===== src/rtl/pc_npc_sequencer_pkg.sv =====
// Shared types and constants for the SPARC PC/nPC sequencer.
// Holds the FSM encoding, the instruction size and the next-address source priority.
package pc_npc_sequencer_pkg;

  typedef enum logic [1:0] {
    ST_RST,
    ST_BOOT,
    ST_RUN
  } seq_state_t;

  localparam int INSTR_BYTES = 4;

  typedef enum logic [1:0] {
    SEL_TRAP,
    SEL_JUMP,
    SEL_BRANCH,
    SEL_SEQ
  } next_sel_t;

  // Trap beats jump, jump beats a taken branch, otherwise fall through.
  function automatic next_sel_t pick_sel(input logic trap, input logic jump,
                                         input logic branch_taken);
    if (trap)              return SEL_TRAP;
    else if (jump)         return SEL_JUMP;
    else if (branch_taken) return SEL_BRANCH;
    else                   return SEL_SEQ;
  endfunction

endpackage


===== src/rtl/pc_npc_sequencer_next_mux.sv =====
// Combinational next-PC/nPC selector with delayed-branch and annul handling.
// Loaded addresses are word-aligned and a flag reports dropped low bits.
module pc_next_mux
  import pc_npc_sequencer_pkg::*;
#(
  parameter int ADDR_W = 32
) (
  input  logic [ADDR_W-1:0] cur_npc,
  input  logic              slot_annulled,
  input  logic              branch,
  input  logic              branch_taken,
  input  logic              branch_always,
  input  logic              annul_bit,
  input  logic              jump,
  input  logic [ADDR_W-1:0] target,
  input  logic              trap,
  input  logic [ADDR_W-1:0] trap_vector,
  output logic [ADDR_W-1:0] next_pc,
  output logic [ADDR_W-1:0] next_npc,
  output logic              next_annul,
  output logic              misaligned
);

  logic              eff_branch;
  logic              eff_jump;
  next_sel_t         sel;
  logic [ADDR_W-1:0] target_al;
  logic [ADDR_W-1:0] trap_al;
  logic [ADDR_W-1:0] seq_npc;

  // A squashed delay slot may not redirect control flow; only a trap can.
  assign eff_branch = branch & ~slot_annulled;
  assign eff_jump   = jump & ~slot_annulled;
  assign sel        = pick_sel(trap, eff_jump, eff_branch & branch_taken);

  assign target_al = {target[ADDR_W-1:2], 2'b00};
  assign trap_al   = {trap_vector[ADDR_W-1:2], 2'b00};
  assign seq_npc   = cur_npc + ADDR_W'(INSTR_BYTES);

  always_comb begin
    next_pc    = cur_npc;
    next_npc   = seq_npc;
    misaligned = 1'b0;
    next_annul = eff_branch & annul_bit & (~branch_taken | branch_always)
                 & ~trap & ~eff_jump;
    unique case (sel)
      SEL_TRAP: begin
        next_pc    = trap_al;
        next_npc   = trap_al + ADDR_W'(INSTR_BYTES);
        misaligned = |trap_vector[1:0];
      end
      SEL_JUMP, SEL_BRANCH: begin
        next_npc   = target_al;
        misaligned = |target[1:0];
      end
      default: ;
    endcase
  end

endmodule


===== src/rtl/pc_npc_sequencer.sv =====
// SPARC PC/nPC sequencer: boot FSM plus PC/nPC registers updated on the falling edge.
// Produces the nPC register load value and enable each time the control unit steps.
module pc_npc_sequencer
  import pc_npc_sequencer_pkg::*;
#(
  parameter int                ADDR_W       = 32,
  parameter logic [ADDR_W-1:0] RESET_VECTOR = '0
) (
  input  logic              clk,
  input  logic              rst_n,
  input  logic              advance,
  input  logic              branch,
  input  logic              branch_taken,
  input  logic              branch_always,
  input  logic              annul_bit,
  input  logic              jump,
  input  logic [ADDR_W-1:0] target,
  input  logic              trap,
  input  logic [ADDR_W-1:0] trap_vector,
  output logic [ADDR_W-1:0] pc,
  output logic [ADDR_W-1:0] npc_out,
  output logic              npc_load,
  output logic              slot_annulled,
  output logic              misaligned,
  output logic              valid
);

  localparam logic [ADDR_W-1:0] RESET_NPC = RESET_VECTOR + ADDR_W'(INSTR_BYTES);

  seq_state_t        state;
  seq_state_t        state_next;
  logic              step;
  logic [ADDR_W-1:0] next_pc;
  logic [ADDR_W-1:0] next_npc;
  logic              next_annul;
  logic              next_mis;

  assign step  = (state == ST_RUN) & (advance | trap);
  assign valid = (state == ST_RUN);

  pc_next_mux #(.ADDR_W(ADDR_W)) u_next_mux (
    .cur_npc       (npc_out),
    .slot_annulled (slot_annulled),
    .branch        (branch),
    .branch_taken  (branch_taken),
    .branch_always (branch_always),
    .annul_bit     (annul_bit),
    .jump          (jump),
    .target        (target),
    .trap          (trap),
    .trap_vector   (trap_vector),
    .next_pc       (next_pc),
    .next_npc      (next_npc),
    .next_annul    (next_annul),
    .misaligned    (next_mis)
  );

  always_comb begin
    state_next = state;
    unique case (state)
      ST_RST:  state_next = ST_BOOT;
      ST_BOOT: state_next = ST_RUN;
      default: state_next = ST_RUN;
    endcase
  end

  // The data path samples on the falling edge, so all state moves there too.
  always_ff @(negedge clk or negedge rst_n) begin
    if (!rst_n) begin
      state         <= ST_RST;
      pc            <= RESET_VECTOR;
      npc_out       <= RESET_NPC;
      npc_load      <= 1'b0;
      slot_annulled <= 1'b0;
      misaligned    <= 1'b0;
    end else begin
      state <= state_next;
      if (step) begin
        pc            <= next_pc;
        npc_out       <= next_npc;
        npc_load      <= 1'b1;
        slot_annulled <= next_annul;
        misaligned    <= next_mis;
      end else begin
        npc_load   <= 1'b0;
        misaligned <= 1'b0;
      end
    end
  end

endmodule


===== config.mk =====
export PLATFORM = sky130hd
export DESIGN_NAME = pc_npc_sequencer
export DESIGN_NICKNAME = d
export VERILOG_FILES = /design/src/rtl/pc_npc_sequencer_pkg.sv /design/src/rtl/pc_npc_sequencer_next_mux.sv /design/src/rtl/pc_npc_sequencer.sv
export SDC_FILE = /design/constraint.sdc
export NUM_CORES = 1
export LEC_CHECK = 0
export ABC_CLOCK_PERIOD_IN_PS = 5500
export BUFFER_PORTS_ARGS = -buffer_cell sky130_fd_sc_hd__buf_2
export CAP_MARGIN = 10
export CORE_ASPECT_RATIO = 1.2
export CORE_MARGIN = 4
export CORE_UTILIZATION = 30
export DETAILED_ROUTE_END_ITERATION = 12
export PLACE_DENSITY = 0.54
export SYNTH_ARGS = -nofsm -noshare
export SYNTH_HDL_FRONTEND = slang
export SYNTH_SLANG_ARGS = --single-unit

===== constraint.sdc =====
create_clock -name clk -period 5.5 [get_ports clk]
set_input_delay 1.1 -clock clk [delete_from_list [all_inputs] [get_ports clk]]
set_output_delay 1.1 -clock clk [all_outputs]
set_load 0.01 [all_outputs]

==> summary.md, run 1 <==
| Metric | Value |
|---|---|
| Mapped Cells | 450 |
| Drt wl/cell | 17.3 um |
| Mean Syn Cell Area | 8.96 um2 |
| DRT antenna net count | 0 |
| CTS tree | yes |
| DR DRC count | 0 |
| IO buf count | 138 |
| P_leak | 2.79 nW |
| Crit. End Element | flop |
| Area occupied by multi-input gates | 0.00234 mm2 |
| CP dominant cell by count | buf_4 |
| Aggregate global-route resource usage | 18.4% |
| CTS root buf | clkbuf_16 |
| Clock Path Buffers | 2 |
| CTS sink cnt | 66 |
| Area Growth Syn to Fin | 44.2% |
| Clock transition at path regs | 0.04 ns |
| Met3 wire length | 770 um |
| CP max FO | 8 |
| Worst Hold Depth | 2 |
| Starting density of the core | 30.6% |
| Final hold violation count | 0 |
| Vias in the first global route | 4317 |
| Grt ovf | 0 |
| First drt pass iteration count | 5 |
| Post-synthesis sequential area ratio | 41.0% |
| Synth cell types | 55 |
| Least-Margin Pin Slew | 0.629 ns |
| Startpoint Class | primary input |
| Most common cell after layout, fill and taps aside | buf_2 |
| Die height | 135 um |
| Chain of cells forming the critical path | buf_2, buf_4, a21oi_4, buf_4, inv_1, ha_2, nor2_2, or3_1, nor2_1, a221oi_1, nand3_1 |
| Util after Layout | 44.1% |
| Routed WL | 14100 um |
| RSZ-0062 raised after global routing | no |
| Most frequent cells in the layout | buf_2 (137), buf_4 (69), dfrtn_1 (65) |
| Starting DRT DRC Count | 236 |
| Setup TNS | 0 ns |
| Maximum capacitance violations | 0 |
| Largest net degree at the start of global routing | 92 |
| Initial antenna violation count | 0 |
| Core Rows | 46 |
| Final nets | 719 |
| Share of synthesized registers carrying an async set or reset | 100% |
| Cts bufs inserted | 9 |
| IO Count | 141 |
| Status | finished clean |
| First-pass GRT wire length | 22400 um |
| Vias per cell | 5.14 |
| Final HPWL DP | 10900 um |
| Die X | 114 um |
| CP max-delay cell | or3_1 |
| Seq. cell area | 0.00165 mm2 |
| H-tree depth | 3 |
| Power Density | 283 mW/mm2 |
| M1 WL | 6090 um |
| Final Hold Slack | 0.421 ns |
| Core box area | 0.0132 mm2 |
| Normalized max-slew margin | 58.0% |
| Met2 WL | 6950 um |
| Gpl congestion | 0.850 |
| Worst R2R Path Depth | 10 |
| Final Skew | 0.0531 ns |
| Diodes inserted | 0 |
| Post-synth top flop | dfrtn_1 |
| Share of post-route cells with drive strength above 1 | 40.4% |
| EDFF count, synth | 0 |
| Arrival time at the worst endpoint | 2.74 ns |
| DR vias | 4195 |
| YS warnings | 0 |
| # setup viols final | 0 |
| Clk_lat worst skew | 0.39 ns |
| Hold Crit Class | reg2reg |
| Setup CP Type | in2reg |
| Synthesized flop and latch total | 66 |
| Mapped cell area | 0.00403 mm2 |
| Final Max Slew Viols | 0 |
| Top Metal Used | met4 |
| PnR Total Power | 0.00164 W |
| WP data required | 2.92 ns |
| Die area | 0.0154 mm2 |
| Worst VDD drop | 0.137 mV |
| Worst path max stage delay | 0.32 ns |
| Fill count | 1321 |
-- repair_timing --
action | CTS | global route
endpoints found under the setup margin | 3 | 14
setup buffers | 0 | 0
pin swaps | 0 | 1
hold buffers | 0 | 0
gates resized for setup | 2 | 6
-- report_power, final --
part | total, W | leakage, nW | internal, W | switching [W]
logic | 0.000474 | 1.85 | 0.000218 | 0.000256
clock network | 0.000532 | 0.139 | 0.000314 | 0.000219
registers | 0.000638 | 0.801 | 0.000566 | 0.0000712
total | 0.00164 | 2.79 | 0.00110 | 0.000545
-- cells in the mapped netlist, types with 2 or more instances --
| cell | count | area share (%) |
|---|---|---|
| a21oi_1 | 25 | 3.1 |
| a221oi_1 | 7 | 1.5 |
| a211oi_1 | 3 | 0.56 |
| and4_1 | 2 | 0.43 |
| nand3_1 | 29 | 3.6 |
| buf_2 | 4 | 0.50 |
| nand3b_1 | 10 | 1.9 |
| mux2i_1 | 26 | 6.5 |
| dfrtn_1 | 65 | 40 |
| or2_2 | 3 | 0.47 |
| nand4_2 | 2 | 0.62 |
| and3_1 | 17 | 2.6 |
| o21ai_0 | 43 | 5.3 |
| mux2_2 | 6 | 1.7 |
| nand4_1 | 8 | 1.2 |
| nor2_1 | 26 | 2.4 |
| buf_4 | 4 | 0.74 |
| o22ai_1 | 6 | 0.93 |
| nand2_1 | 50 | 4.7 |
| and2_1 | 3 | 0.47 |
| a22oi_1 | 8 | 1.5 |
| or4_1 | 4 | 0.74 |
| a222oi_1 | 2 | 0.50 |
| o31ai_1 | 3 | 0.56 |
| nand4b_1 | 4 | 0.87 |
| nor3_1 | 3 | 0.37 |
| ha_1 | 3 | 0.93 |
| buf_1 | 3 | 0.28 |
| xor2_1 | 2 | 0.43 |
| xnor2_1 | 15 | 3.3 |
| a31oi_1 | 2 | 0.31 |
| inv_1 | 10 | 0.93 |
| clkbuf_1 | 17 | 1.6 |
| nand2b_1 | 4 | 0.62 |
| buf_6 | 2 | 0.56 |
| or3_1 | 3 | 0.47 |
| o211ai_1 | 7 | 1.3 |
| nand3b_4 | 2 | 0.99 |
-- per-layer routing --
metal	GRT usage, %	vias to the layer above
met5	0	-
met4	5.94	0
met3	3.32	24
met2	31.2	133
met1	23.7	1999
li1	-	2039
-- per-stage QoR --
| step | std cells | cell area [um2] | setup slack, ns |
|---|---|---|---|
| floorplan | 451 | 4230 | -0.391 |
| global placement | 800 | 5520 | -0.360 |
| detailed placement | 800 | 5520 | -0.422 |
| CTS | 816 | 5800 | 0.0250 |
| global route | 816 | 5820 | 0.0432 |
| finish | 816 | 5820 | 0.174 |
-- path summary, 6_finish.rpt --
path                            slack [ns]                       from                 endpoint
worst max register to register        3.38  slot_annulled$_DFFE_NN0P_  npc_out[31]$_DFFE_NN0P_
max in group asynchronous             1.57                      rst_n   npc_out[2]$_DFFE_NN1P_
worst min register to register        0.42          pc[7]$_DFFE_NN0P_        pc[7]$_DFFE_NN0P_
worst min-delay path                  0.42          pc[7]$_DFFE_NN0P_        pc[7]$_DFFE_NN0P_
min in group asynchronous             3.42                      rst_n       pc[30]$_DFFE_NN0P_
worst max-delay path                  0.17                       jump  npc_out[31]$_DFFE_NN0P_
-- worst max-delay path, delay by kind of cell --
kind            cells  cell delay, ns
compound gates      2            0.44
buf+inv             4            0.41
fa+ha+maj           1            0.17
simple gates        4            0.62
-- layout make-up --
cell class,instances,area share [%]
multi-input combinational,344,40.2
sequential,66,28.4
timing repair buffer,212,22.5
clock buffer,10,4.11
tap,168,3.61
clock inverter,7,0.624
inverter,9,0.581
-- cell families after synthesis --
| kind of cell | share of synthesized area, % |
|---|---|
| other cells | 0.0930 |
| mux | 8.13 |
| compound gates | 18.5 |
| buf+inv | 4.71 |
| flops | 41.0 |
| xor+xnor | 3.69 |
| fa+ha+maj | 0.931 |
| simple gates | 23.0 |
-- state kept, by name (all words and copies together) (netlist names) --
| signal | count |
|---|---|
| misaligned | 1 |
| state | 2 |
| npc_load | 1 |
| slot_annulled | 1 |
| npc_out | 30 |
| pc | 31 |
(Power assumes the default switching activity.)
==> run 2, diff against run 1 <==
--- a/config.mk
+++ b/config.mk
@@ -12,7 +12,8 @@
 export CORE_MARGIN = 4
 export CORE_UTILIZATION = 30
 export DETAILED_ROUTE_END_ITERATION = 12
-export PLACE_DENSITY = 0.54
+export PLACE_DENSITY = 0.53
 export SYNTH_ARGS = -nofsm -noshare
 export SYNTH_HDL_FRONTEND = slang
+export SYNTH_HIERARCHICAL = 1
 export SYNTH_SLANG_ARGS = --single-unit
==> summary.md, run 2 <==
| Metric | Value |
|---|---|
| Vias per cell | 5.12 (-0.41%) |
| Slack of the critical path | -0.308 ns (-0.482 ns) |
| Hold Crit Class | reg2reg |
| EDFF count, synth | 0 (unchanged) |
| WP data required | 2.94 ns (+0.02 ns) |
| Mapped cell area | 0.00442 mm2 (+9.5%) |
| Largest area contributor in the netlist | dfrtn_1 |
| YS warnings | 6 (+6) |
| Post-synthesis sequential area ratio | 39.1% (-1.9 points) |
| Normalized max-slew margin | 60.4% (+2.4 points) |
| Most area-consuming cells after synthesis | dfrtn_1 (39%), mux2_2 (13%), mux2_4 (10%), mux2i_1 (2.5%), nand2_1 (2.5%) |
| Most common cell in the netlist | dfrtn_1 |
| Failing checks | setup timing |
| IO Count | 141 (unchanged) |
| DR vias | 4137 (-1.4%) |
| CTS tree | yes |
| Worst VDD drop | 0.126 mV (-8.1%) |
| Share of post-route cells with drive strength above 1 | 58.8% (+18 points) |
| Die height | 141 um (+4.4%) |
| Mapped Cells | 391 (-13%) |
| Maximum capacitance violations | 0 (unchanged) |
| Most frequent cells in the layout | buf_2 (139), buf_4 (91), dfrtn_1 (68) |
| Die area | 0.0167 mm2 (+8.9%) |
| Core Rows | 48 (+4.3%) |
| Worst R2R Path Depth | 9 (-1) |
| Core box area | 0.0144 mm2 (+9.4%) |
| IO buf count | 140 (+1.4%) |
| Initial antenna violation count | 0 (unchanged) |
| Met2 usage | 32.7% (+1.4 points) |
| CTS sink cnt | 69 (+4.5%) |
| GR Layer Usage met3 | 5.14% (+1.8 points) |
| Reg2reg end | npc_out[28]$_DFFE_NN0P_ |
| # setup viols final | 25 (+25) |
| DRT antenna net count | 0 (unchanged) |
| CTS Hold Bufs | 0 (unchanged) |
| DP Cell Count | 775 (-3.1%) |
| Aggregate global-route resource usage | 18.2% (-0.25 points) |
| Setup CP Type | in2reg |
| Drt wl/cell | 18.6 um (+7.9%) |
| DR DRC count | 0 (unchanged) |
| DP Area | 0.00597 mm2 (+8.1%) |
| First drt pass iteration count | 4 (-1) |
| Power Density | 279 mW/mm2 (-1.2%) |
| Hold Path Origin | state[1]$_DFF_NN0_ |
| Arrival time at the worst endpoint | 3.25 ns (+0.51 ns) |
| Clock Path Buffers | 2 (unchanged) |
| CP max FO | 15 (+7) |
| Die X | 119 um (+4.3%) |
| Dpl ws | -0.920 ns (-0.498 ns) |
| Share of synthesized registers carrying an async set or reset | 100% (unchanged) |
| Routed WL | 15100 um (+6.8%) |
| Final hold violation count | 0 (unchanged) |
| Synth cell types | 58 (+5.5%) |
| Final Max Slew Viols | 0 (unchanged) |
| Starting density of the core | 30.6% (+0.037 points) |
| Synth top cells by count | dfrtn_1 (68), mux2_2 (50), mux2_4 (30) |
| Hold worst-path end | state[1]$_DFF_NN0_ |
| Diodes inserted | 0 (unchanged) |
| Post-synth top flop | dfrtn_1 |
| Gpl congestion | 0.931 (+9.5%) |
| Least-Margin Pin Slew | 0.594 ns (-0.0350 ns) |
| Final Skew | 0.0512 ns (-0.00197 ns) |
| Clock transition at path regs | 0.05 ns (about the same) |
| Largest regs | npc_out (32), pc (32), state (2) |
| First-pass GRT wire length | 24000 um (+7.2%) |
| GR Layer Usage met1 | 20.6% (-3.1 points) |
| Grt ovf | 0 (unchanged) |
| Post-Layout Cell Count | 808 (-0.98%) |
| Clk_lat worst skew | 0.39 ns (about the same) |
| Status | complete, but fails checks |
| Largest net degree at the start of global routing | 42 (-54%) |
| Post-route design area | 0.00659 mm2 (+13%) |
| Final nets | 705 (-1.9%) |
| Starting DRT DRC Count | 171 (-28%) |
| Syn nets | 467 |
| Crit. End Element | flop |
| Reg2reg setup slack | 2.75 ns (-0.63 ns) |
| Most common cell after layout, fill and taps aside | buf_2 |
| Vias in the first global route | 4569 (+5.8%) |
| Area Growth Syn to Fin | 49.2% |
| Startpoint Class | primary input |
| Mean Syn Cell Area | 11.3 um2 (+26%) |
| H-tree depth | 3 (unchanged) |
| RSZ-0062 raised after global routing | yes |
| Worst Hold Depth | 1 (-1) |
| Final HPWL DP | 11500 um (+5.6%) |
| Cts bufs inserted | 9 (unchanged) |
| CTS root buf | clkbuf_16 |
| Top cell type's share of synthesized area | 38.5% (-1.8 points) |
| Synthesized flop and latch total | 69 (+4.5%) |
| R2r startpoint | npc_out[2]$_DFFE_NN1P_ |
| P_leak | 3.36 nW (+20%) |
| Grt peak-use layer | met2 |
[run 2: cell types whose count changed after synthesis, moves of 9 or more]
| cell | before | now |
|---|---|---|
| mux2i_1 | 26 | 11 |
| nor2_1 | 26 | 5 |
| mux2_2 | 6 | 50 |
| clkbuf_1 | 17 | 6 |
| and3_1 | 17 | 3 |
| nand3_1 | 29 | 11 |
| nand3b_1 | 10 | 1 |
| a32o_1 | 0 | 10 |
| inv_1 | 10 | 21 |
| a21oi_1 | 25 | 5 |
| mux2_4 | 0 | 30 |
| o21ai_0 | 43 | 19 |
| nand2_1 | 50 | 29 |
[run 2: final cells by class]
type / instances / area, um2
fill: 1406 / 7830
multi-input combinational: 279 / 2590
sequential: 69 / 1730
timing repair buffer: 249 / 1690
clock buffer: 14 / 274
tap: 175 / 219
inverter: 20 / 77.6
clock inverter: 2 / 8.76
[run 2: metal layers]
layer / up-vias / share of wire (%) / wire (um)
met5: - / 0 / 0
li1: 1938 / - / -
met3: 18 / 6.7 / 1010
met4: 0 / 1.8 / 274
met2: 152 / 52 / 7810
met1: 2029 / 40 / 5960
[run 2: repair_timing]
item | in CTS | in global routing
setup buffers | 12 | 7
pin swaps | 12 | 12
endpoints found under the setup margin | 30 | 29
hold endpoints to repair | 0 | 0
cloned | 1 | 0
resized for setup | 19 | 18
[run 2: kinds of logic (layout without fill, tap and decap cells)]
family / count (synthesis) / after routing / synth area share (%)
AOI/OAI and AO/OA: 74 / 74 / 12.6
xor gates and xnor gates: 11 / 11 / 2.18
adders and majority gates: 3 / 3 / 0.850
buffers and inverters: 43 / 285 / 5.69
DFF: 69 / 69 / 39.1
muxes: 91 / 91 / 25.4
and+or+nand+nor: 100 / 100 / 14.1
[run 2: where the power goes]
group	internal (W)	total [W]	switching, W	leakage, nW
Clock	0.000340	0.000560	0.000220	0.144
Combinational	0.000327	0.000600	0.000273	2.37
Sequential	0.000600	0.000679	0.0000787	0.842
Total	0.00127	0.00184	0.000571	3.36
[run 2: how the worst max path moves through the flow]
stage	depth (start not counted)	endpoint	slack (ns)	start
2_1_floorplan	13	npc_out[26]$_DFFE_NN0P_	-1.14	trap
3_3_place_gp	9	npc_out[31]$_DFFE_NN0P_	-0.82	trap
3_5_place_dp	9	npc_out[31]$_DFFE_NN0P_	-0.92	trap
4_1_cts	9	npc_out[26]$_DFFE_NN0P_	-0.35	trap
5_1_grt	11	npc_out[18]$_DFFE_NN0P_	-0.37	trap
6_report	8	npc_out[31]$_DFFE_NN0P_	-0.31	trap
[run 2: per-stage QoR]
stage | setup TNS [ns] | total power, W | util, % | hold slack (ns)
floorplan | -17.85 | 0.000986 | - | 0.413
global placement | -21.15 | 0.00126 | 41.4 | 0.424
detailed placement | -23.67 | 0.00127 | 41.4 | 0.437
CTS | -4.55 | 0.00185 | 45.0 | 0.437
global route | -5.32 | 0.00194 | 45.7 | 0.443
finish | -3.24 | 0.00184 | 45.7 | 0.438
[run 2: worst max-delay path, cell delays in order]
cell and delay [ns]:
buf_8 0.11, buf_4 0.19, nand4b_4 0.23, a221oi_4 0.37, nand3_4 0.17, or4_1 0.55, a32o_1 0.25, mux2_2 0.27
==> run 3, diff against run 2 <==
--- a/config.mk
+++ b/config.mk
@@ -5,14 +5,15 @@
 export SDC_FILE = /design/constraint.sdc
 export NUM_CORES = 1
 export LEC_CHECK = 0
-export ABC_CLOCK_PERIOD_IN_PS = 5500
-export BUFFER_PORTS_ARGS = -buffer_cell sky130_fd_sc_hd__buf_2
+export ABC_CLOCK_PERIOD_IN_PS = 7530
 export CAP_MARGIN = 10
 export CORE_ASPECT_RATIO = 1.2
 export CORE_MARGIN = 4
 export CORE_UTILIZATION = 30
+export CTS_CLUSTER_DIAMETER = 100
 export DETAILED_ROUTE_END_ITERATION = 12
-export PLACE_DENSITY = 0.53
+export DONT_BUFFER_PORTS = 1
+export PLACE_DENSITY = 0.45
 export SYNTH_ARGS = -nofsm -noshare
 export SYNTH_HDL_FRONTEND = slang
 export SYNTH_HIERARCHICAL = 1
==> constraint.sdc (replaced) <==
create_clock -name clk -period 7.53 [get_ports clk]
set_input_delay 1.506 -clock clk [delete_from_list [all_inputs] [get_ports clk]]
set_output_delay 1.506 -clock clk [all_outputs]
set_load 0.01 [all_outputs]
==> summary.md, run 3 (synthesized netlist as in run 2, its figures left out) <==
| Metric | Value |
|---|---|
| Status | finished clean |
| Vias per cell | 5.45 (+6.5%) |
| Hold Path Origin | state[1]$_DFF_NN0_ |
| Final nets | 475 (-33%) |
| Area Growth Syn to Fin | 11.4% |
| Drt wl/cell | 22.9 um (+23%) |
| CP max FO | 66 (+51) |
| Aggregate global-route resource usage | 16.2% (-1.9 points) |
| Final HPWL DP | 9780 um (-15%) |
| PnR Total Power | 0.00115 W (-37%) |
| Die height | 141 um (unchanged) |
| Initial antenna violation count | 0 (unchanged) |
| Die X | 119 um (unchanged) |
| First-pass GRT wire length | 20700 um (-14%) |
| Worst VDD drop | 0.0837 mV (-33%) |
| WP data required | 3.96 ns (+1.02 ns) |
| CP dominant cell by count | mux2_4 |
| Post-route design area | 0.00492 mm2 (-25%) |
| Most frequent cells in the layout | dfrtn_1 (68), mux2_2 (48), mux2_4 (32) |
| RSZ-0062 raised after global routing | no |
| Power Density | 235 mW/mm2 (-16%) |
| Most common cell after layout, fill and taps aside | dfrtn_1 |
| Grt ovf | 0 (unchanged) |
| CP max-delay cell | or4_1 |
| Diodes inserted | 0 (unchanged) |
| Maximum capacitance violations | 0 (unchanged) |
| DR DRC count | 0 (unchanged) |
| Largest net degree at the start of global routing | 70 (+67%) |
| Die area | 0.0167 mm2 (unchanged) |
| Hold Crit Class | reg2reg |
| Reg2reg end | npc_out[26]$_DFFE_NN0P_ |
| Final Hold Slack | 0.439 ns (+0.000733 ns) |
| Post-Layout Cell Count | 579 (-28%) |
| Chain of cells forming the critical path | mux2_4, ha_4, nand4_1, a221oi_4, nand4_2, or4_1, a32o_1, mux2_4 |
| CTS root buf | clkbuf_16 |
| DR vias | 3157 (-24%) |
| Final Max Slew Viols | 0 (unchanged) |
| IO Count | 141 (unchanged) |
| Clock Path Buffers | 2 (unchanged) |
| Postcts setup bufs | 0 (-12) |
| Clock transition at path regs | 0.04 ns (about the same) |
| DP Cell Count | 563 (-27%) |
| CTS Hold Bufs | 0 (unchanged) |
| Util after Layout | 34.1% (-12 points) |
| Worst path top cell family by delay | simple AND/OR/NAND/NOR gates |
| Vias in the first global route | 3498 (-23%) |
| DP Area | 0.00466 mm2 (-22%) |
| Gpl congestion | 0.783 (-16%) |
| H-tree depth | 3 (unchanged) |
| Largest regs | npc_out (32), pc (32), state (2) |
| Least-Margin Pin Slew | 0.851 ns (+0.257 ns) |
| Combinational power share | 19.5% (-13 points) |
| Worst path max stage delay | 0.50 ns (-0.05 ns) |
| Starting density of the core | 30.6% (unchanged) |
| Final hold violation count | 0 (unchanged) |
| Starting DRT DRC Count | 149 (-13%) |
| Share of post-route cells with drive strength above 1 | 31.4% (-27 points) |
| # setup viols final | 0 (-100%) |
| Final Skew | 0.0439 ns (-0.00724 ns) |
| Arrival time at the worst endpoint | 3.54 ns (+0.29 ns) |
| Startpoint Class | primary input |
| R2r startpoint | npc_out[2]$_DFFE_NN1P_ |
| Crit. End Element | flop |
| Clk_lat worst skew | 0.39 ns (about the same) |
| Buf/Inv on CP | 0 (-2) |
| Reg2reg setup slack | 4.75 ns (+2.00 ns) |
| CTS tree | yes |
| CTS sink cnt | 69 (unchanged) |
| Internal power | 0.000798 W (-37%) |
| PostCTS Resize Cnt | 0 (-19) |
| Clock Power Share | 33.9% (+3.4 points) |
| Core Rows | 48 (unchanged) |
| Routed WL | 13300 um (-12%) |
| Worst Hold Depth | 1 (unchanged) |
| DRT antenna net count | 0 (unchanged) |
| Switch share | 30.8% (-0.24 points) |
| Worst R2R Path Depth | 8 (-1) |
| P_leak | 2.22 nW (-34%) |
| Sequential Power Share | 46.6% (+9.7 points) |
| Core box area | 0.0144 mm2 (unchanged) |
| Net load switching power | 0.000356 W (-38%) |
| First drt pass iteration count | 4 (unchanged) |
| Normalized max-slew margin | 43.1% (-17 points) |
| Hold worst-path end | state[1]$_DFF_NN0_ |
| Setup CP Type | in2reg |
| IO buf count | 0 (-100%) |
| Cts bufs inserted | 9 (unchanged) |
[run 3: cell count changes in the layout (fill, tap and decap cells not counted), moves of 4 or more]
| cell | delta |
|---|---|
| buf_2 | -139 |
| buf_4 | -73 |
| buf_6 | -9 |
| buf_12 | -7 |
| or4_1 | +4 |
| or4_4 | -4 |
[run 3: how the worst max path moves through the flow]
stage | from | end | slack [ns] | cells past startpoint
finish | trap | npc_out[26]$_DFFE_NN0P_ | 0.42 | 8
global route | trap | npc_out[28]$_DFFE_NN0P_ | 0.34 | 9
CTS | trap | npc_out[26]$_DFFE_NN0P_ | 0.45 | 8
detailed placement | trap | npc_out[26]$_DFFE_NN0P_ | 0.07 | 8
global placement | trap | npc_out[26]$_DFFE_NN0P_ | 0.11 | 8
floorplan | trap | npc_out[26]$_DFFE_NN0P_ | -0.53 | 13
[run 3: per-layer routing]
layer | GRT usage (%) | share of wire, % | vias to the layer above
li1 | - | - | 1478
met1 | 18.5 | 40 | 1555
met2 | 27.9 | 50 | 109
met3 | 5.26 | 8.2 | 15
met4 | 7.08 | 1.9 | 0
met5 | 0 | 0 | -
[run 3: cell type report]
| cell class | instances | area (um2) |
|---|---|---|
| Tap cell | 175 | 219 |
| Sequential cell | 69 | 1730 |
| Multi-Input combinational cell | 279 | 2480 |
| Timing Repair Buffer | 19 | 155 |
| Inverter | 20 | 75.1 |
| Fill cell | 1487 | 9490 |
| Clock inverter | 3 | 12.5 |
| Clock buffer | 14 | 254 |
[run 3: through the flow]
| stage | setup slack (ns) | TNS (ns) |
|---|---|---|
| final | 0.418 | 0 |
| after global routing | 0.337 | 0 |
| after CTS | 0.446 | 0 |
| after detailed placement | 0.0698 | 0 |
| after global placement | 0.112 | 0 |
| after floorplan | -0.533 | -2.88 |
[run 3: power groups by stage]
stage / logic [W] / clock network (W) / registers [W]
final: 0.000225 / 0.000391 / 0.000538
after global routing: 0.000250 / 0.000421 / 0.000548
after CTS: 0.000229 / 0.000406 / 0.000542
after detailed placement: 0.000228 / 0.00000166 / 0.000547
after global placement: 0.000224 / 0.00000166 / 0.000547
after floorplan: 0.000199 / 0.00000166 / 0.000517
[run 3: worst reg2reg max path, delay by kind of cell, from the launching register on]
family,cells,cell delay (ns)
compound gates,2,0.59
mux,2,0.44
fa+ha+maj,1,0.14
simple gates,3,0.84
flops,1,0.60
